$ cat src/rtl/flag_unit.sv
// N/Z/V flag register for the EX stage, with same-cycle forwarding
// of flags being written so a branch resolving in ID sees them without a stall.
module flag_unit #(
    parameter int unsigned WIDTH = 16
) (
    input  logic             clk,
    input  logic             rst_n,
    input  logic             ex_valid,
    input  logic [3:0]       ex_op,
    input  logic [WIDTH-1:0] ex_result,
    input  logic             ex_ovfl,
    input  logic             stall,
    input  logic             flush,
    input  logic             id_br_valid,
    input  logic [2:0]       id_ccc,
    output logic [2:0]       flags,
    output logic             br_taken,
    output logic             flag_upd
);

    logic n_q, z_q, v_q;
    logic flag_upd_q;

    logic we;
    logic op_arith;
    logic op_zonly;
    logic we_nv;
    logic we_z;
    logic res_n;
    logic res_z;
    logic eff_n, eff_z, eff_v;

    // Reset gates the enable so nothing is forwarded while rst_n is low.
    assign we = rst_n & ex_valid & ~stall & ~flush;

    always_comb begin
        op_arith = 1'b0;
        op_zonly = 1'b0;
        unique case (ex_op)
            4'b0000, 4'b0001:                   op_arith = 1'b1;
            4'b0011, 4'b0100, 4'b0101, 4'b0110: op_zonly = 1'b1;
            default: ;
        endcase
    end

    assign we_nv = we & op_arith;
    assign we_z  = we & (op_arith | op_zonly);
    assign res_n = ex_result[WIDTH-1];
    assign res_z = ~|ex_result;

    assign eff_n = we_nv ? res_n   : n_q;
    assign eff_z = we_z  ? res_z   : z_q;
    assign eff_v = we_nv ? ex_ovfl : v_q;

    always_ff @(posedge clk or negedge rst_n) begin
        if (!rst_n) begin
            n_q        <= 1'b0;
            z_q        <= 1'b0;
            v_q        <= 1'b0;
            flag_upd_q <= 1'b0;
        end else begin
            n_q        <= eff_n;
            z_q        <= eff_z;
            v_q        <= eff_v;
            flag_upd_q <= we_z;
        end
    end

    always_comb begin
        br_taken = 1'b0;
        case (id_ccc)
            3'b000: br_taken = ~eff_z;
            3'b001: br_taken = eff_z;
            3'b010: br_taken = ~eff_z & ~eff_n;
            3'b011: br_taken = eff_n;
            3'b100: br_taken = eff_z | ~eff_n;
            3'b101: br_taken = eff_n | eff_z;
            3'b110: br_taken = eff_v;
            3'b111: br_taken = 1'b1;
            default: br_taken = 1'b0;
        endcase
        br_taken = br_taken & id_br_valid;
    end

    assign flags    = {n_q, z_q, v_q};
    assign flag_upd = flag_upd_q;

endmodule

$ cat config.mk
export PLATFORM = sky130hd
export DESIGN_NAME = flag_unit
export DESIGN_NICKNAME = d
export VERILOG_FILES = /design/src/rtl/flag_unit.sv
export SDC_FILE = /design/constraint.sdc
export NUM_CORES = 1
export LEC_CHECK = 0
export CAP_MARGIN = 20
export CORE_AREA = 5 5 42 44
export DETAILED_ROUTE_END_ITERATION = 8
export DIE_AREA = 0 0 47 49
export GPL_TIMING_DRIVEN = 0
export PLACE_DENSITY = 0.82
export SLEW_MARGIN = 20
export SYNTH_ARGS = -nofsm -noshare
export SYNTH_HDL_FRONTEND = slang
export SYNTH_SLANG_ARGS = --single-unit
$ cat constraint.sdc
create_clock -name clk -period 3.6 [get_ports clk]
set_input_delay 0.72 -clock clk [delete_from_list [all_inputs] [get_ports clk]]
set_output_delay 0.72 -clock clk [all_outputs]
set_load 0.01 [all_outputs]
After elaboration in Yosys (flattened, before gate mapping)
Cells that the tools add are included.

Input port bits: 30. Word-level logic and storage cells: 42. Bits in registers: 4.

Reductions and logical operators: 6. Bitwise logic cells: 14. Muxes and demuxes: 6. Eq/ne operators: 12.

Operators by type and width (count): $reduce_or 16->1 (1); $eq 3x3->1 const B (4); $eq 4x3->1 const B (3); $pmux 1 s8 (1); $and 1x1->1 (7); $eq 3x2->1 const B (2); $mux 1 (5); $eq 4x1->1 const B (1); $eq 4x2->1 const B (1); $logic_not 4->1 (1); $not 1->1 (4); $reduce_or 4->1 (1); $eq 3x1->1 const B (1); $logic_not 3->1 (1); $or 1x1->1 (3); $reduce_or 2->1 (1); $logic_not 1->1 (1).

Depth between registers and ports, before layout
Depth in word-level cells: 10. Gate-level depth with buffers: 5. Depth with buffers taken out: 5.

Worst setup path before layout
No wires, ideal clock.

Kind: input to output. Start point: in flush. End point: out br_taken. Stages: 5. Data required time: 2.880 ns. Arrival time: 2.299 ns. Path buffers: 0. Setup slack: 0.581 ns. Cell sequence: or3b_4 -> a2111oi_4 -> mux2i_1 -> or3_1 -> a41oi_1.

Word-level cells in the longest chain between the ends: 8.

Ends and longest elaborated chain: start: declaration (line 13) `input logic flush,`; $not 1->1 (*) (line 34) `assign we = rst_n & ex_valid & ~stall & ~flush;`; $and 1x1->1 (*) (line 34); $and 1x1->1 (*) (line 47) `assign we_z = we & (op_arith | op_zonly);`; via we_z (line 28) `logic we_z;`; $mux 1 (*) (line 52) `assign eff_z = we_z ? res_z : z_q;`; via eff_z (line 31) `logic eff_n, eff_z, eff_v;`; $not 1->1 (line 72, 74); $and 1x1->1 (line 74) `3'b010: br_taken = ~eff_z & ~eff_n;`; $pmux 1 s8 (*) (line 71) `case (id_ccc)`; $and 1x1->1 (*) (line 82) `br_taken = br_taken & id_br_valid;`; end: declaration (line 17) `output logic br_taken,`.

Mark *: on every way through the listed nets, which the timed path passes. The rest lies on a longest branch.

Worst setup path in the final report
Start point: in ex_op[1]. End point: out br_taken.

Word-level cells in the longest chain between the ends: 10.

Ends and longest elaborated chain: start: declaration (line 9) `input logic [3:0] ex_op,`; $eq 4x2->1 (tied with other cells) (line 39) `unique case (ex_op)`; $reduce_or 4->1 or $reduce_or 2->1 (tied branches) (line 39); $mux 1 (line 39); $or 1x1->1 (line 47); $and 1x1->1 (line 47); $mux 1 (line 52); $not 1->1 (line 72, 74); $and 1x1->1 (line 74); $pmux 1 s8 (*) (line 71); $and 1x1->1 (*) (line 82).

Every way passes the cells marked *; elsewhere a longest branch is shown, timed or not.

==> flow_metrics.py <==
metrics = {
    "run_status": {
        "outcome": "finished clean",
    },
    "finish": {
        "syn_to_final_growth_pct": 116.8,
        "diodes": 0,
        "fin_nets": 115,
        "final_util_pct": 56.34,
        "final_layout_size_suffix_gt1_share_pct": 19.28,
    },
    "logic_synthesis": {
        "syn_inst": 43,
        "ys_ff_latch": 4,
        "syn_area_um2": 364.1,
        "seq_area_frac_synth_pct": 27.49,
        "synth.avg_cell_area_um2": 8.467,
        "syn_nets": 73,
        "synth_cell_types": 23,
        "ys_warn_count": 0,
    },
    "die": {
        "coreArea_mm2": 0.001401,
        "io_pins": 35,
        "dieHeight_um": 49,
        "row_count": 14,
        "die-area_mm2": 0.002303,
        "die_x_um": 47,
        "start_util_pct": 25.98,
    },
    "timing": {
        "fmax_mhz": 284.6,
        "finalSetupViolCount": 0,
        "min_period_ns": 3.514,
        "hold_viol": 0,
        "worstMarginPinSlew_ns": 0.4053,
        "relSlewSlack_pct": 72.63,
        "skew_ns": 0,
        "whs_ns": 0.4446,
        "slew_viol_final": 0,
        "period_share_pct": 97.61,
    },
    "detailed_routing": {
        "drtAntennaViolNets": 0,
        "vias": 504,
        "dr_wl_met3_um": 139,
        "met2_length_um": 588,
        "routed_via_density": 5.091,
        "routedWlPerCell_um": 12.51,
        "highest_layer": "met4",
        "initialDrtViolationCount": 4,
        "drt-pass1-iter-count": 3,
        "wl_met1_um": 461,
        "wl_um": 1238,
        "drcViolationCount": 0,
    },
    "critical_path": {
        "required_ns": 2.88,
        "critPathLaunchType": "input pin",
        "worstSetupEndpointType": "primary output",
        "regToRegSetupSlack_ns": 2.84,
        "crit_fanout": 3,
        "cp_slowest_stage_delay_ns": 0.57,
        "cp_cell_sequence": "clkdlybuf4s50_1 > or4b_4 > o21ai_2 > a21oi_1 > o41ai_1 > a41oi_2 > buf_2",
        "path_buf_inv": 2,
        "reg2reg_from": "z_q",
        "arrival_ns": 2.79,
        "rr_worst_depth": 2,
        "critPathKind": "in -> out",
        "slowest_stage": "or4b_4",
        "cp_top_family": "compound AO/OA/AOI/OAI gates",
        "r2r_end": "z_q",
    },
    "job": {
        "maxCapViolCount": 0,
    },
    "global_routing": {
        "grt_pass1_vias": 536,
        "antenna_found_initial": 0,
        "grt_pass1_wl_um": 1869,
        "grt_max_degree": 8,
        "grt_overflow_total": 0,
        "grt_use_total_pct": 10.97,
    },
    "power": {
        "p_clk_share_pct": 29.0,
        "power.density_mw_per_mm2": 251.2,
        "p_sw_mw": 0.05465,
        "intPower_mw": 0.1437,
        "p_leak_nw": 0.3474,
        "power_frac_seq_pct": 27.2,
        "peakVddDrop_mv": 0.1075,
        "swShare_pct": 27.55,
        "p_comb_share_pct": 43.7,
    },
    "clocking": {
        "ctsHoldBuffers": 0,
        "htreeDepth": 1,
        "cts-root-buf": "clkbuf_4",
        "path_clk_slew_ns": 0.04,
        "clk_latency_ns": 0.24,
        "cts_sinks": 4,
        "cts_buffers": 3,
        "clk_path_buf_depth": 2,
        "cts_tree": "built",
    },
    "placed_design": {
        "port-buffer-count": 34,
        "dpl.hpwl_um": 1008,
        "gp_congestion": 0.6500,
    },
    "min_path": {
        "min_path_type": "in -> async",
    },
}
## state kept, by name (all words and copies together) (netlist names)
name      flops
n_q           1
v_q           1
flag_upd      1
z_q           1
## power by group through the flow
stage	combinational (mW)	sequential [mW]	clock [mW]
floorplan	0.0320	0.0534	0
global placement	0.0820	0.0539	0
detailed placement	0.0840	0.0541	0
CTS	0.0867	0.0540	0.0591
global route	0.0939	0.0548	0.0597
finish	0.0868	0.0540	0.0576
## logic make-up (layout without fill, tap and decap cells)
group / Yosys count / after routing / synth area share [%]
AOI/OAI and AO/OA: 10 / 10 / 23.71
xor gates and xnor gates: 1 / 1 / 2.406
buffers and inverters: 9 / 49 / 12.37
DFF: 4 / 4 / 27.49
muxes: 1 / 1 / 2.749
and+or+nand+nor: 18 / 18 / 31.27
## per-stage QoR
stage	setup WS, ns	cells	total power [mW]	area (um2)	TNS (ns)
final	0.08588	99	0.1984	789.5	0
after global routing	-0.01077	99	0.2084	789.5	-0.01077
after CTS	0.01402	97	0.1998	765.7	0
after detailed placement	-0.4836	93	0.1382	724.4	-0.4836
after global placement	-0.4666	93	0.1359	724.4	-0.4666
after floorplan	0.5809	43	0.08547	364.1	0
## layout by cell type, fill, tap and decap left out, drive strengths merged
cell	count
dlygate4sd2	1
dlymetal6s2s	3
mux2i	1
or4b	1
nor4	4
nand3	1
nor2	1
a21oi	2
o21ai	3
a2111oi	1
clkdlybuf4s50	29
or3	1
buf	7
nor2b	1
xnor2	1
inv	6
nand2	2
a31oi	1
or3b	1
dfrtp	4
nor3b	1
a41oi	1
nand4	4
clkbuf	3
o41ai	1
and3	1
a41o	1
## repair_timing
item | in CTS | in global routing
hold endpoints to repair | 0 | 0
pin swaps | 1 | 5
endpoints found under the setup margin | 1 | 1
resized for setup | 8 | 6
setup buffers | 1 | 2
## routing by layer
| metal | GRT usage, % | vias up |
|---|---|---|
| li1 | - | 244 |
| met1 | 13.39 | 222 |
| met2 | 17.19 | 34 |
| met3 | 0.3690 | 4 |
| met4 | 8.295 | 0 |
| met5 | 0 | - |
## final cells by class
cell class	instances	area, um2
fillers	141	611.8
repair buffers	37	364.1
multi-input cells	30	237.7
flip-flops and latches	4	100.1
clock buffers	3	22.52
plain buffers	3	22.52
inverters	6	22.52
well taps	16	20.02
## synth_stat cells
cell,n,area (um2)
inv_1,6,22.52
nand4_1,4,25.02
nor4_1,4,25.02
and3_1,1,6.260
nor3b_1,1,7.510
nand2_1,2,7.510
buf_4,3,22.52
or3_1,1,6.260
nand3_1,1,5.000
a31oi_1,1,6.260
a41oi_1,1,8.760
o41ai_1,1,8.760
a21oi_1,2,10.01
nor2b_1,1,6.260
a41o_1,1,10.01
mux2i_1,1,10.01
dfrtp_1,4,100.1
o21ai_0,3,15.01
or4b_1,1,10.01
nor2_1,1,3.750
or3b_4,1,11.26
xnor2_1,1,8.760
a2111oi_4,1,27.53
## how the worst max path moves through the flow
stage                         from  endpoint  cells after the start
final                     ex_op[1]  br_taken                      7
after global routing      ex_op[1]  br_taken                      7
after CTS                 ex_valid  br_taken                      7
after detailed placement     rst_n  br_taken                      7
after global placement       rst_n  br_taken                      7
after floorplan              flush  br_taken                      5
Power figures use the tool's default switching activity.
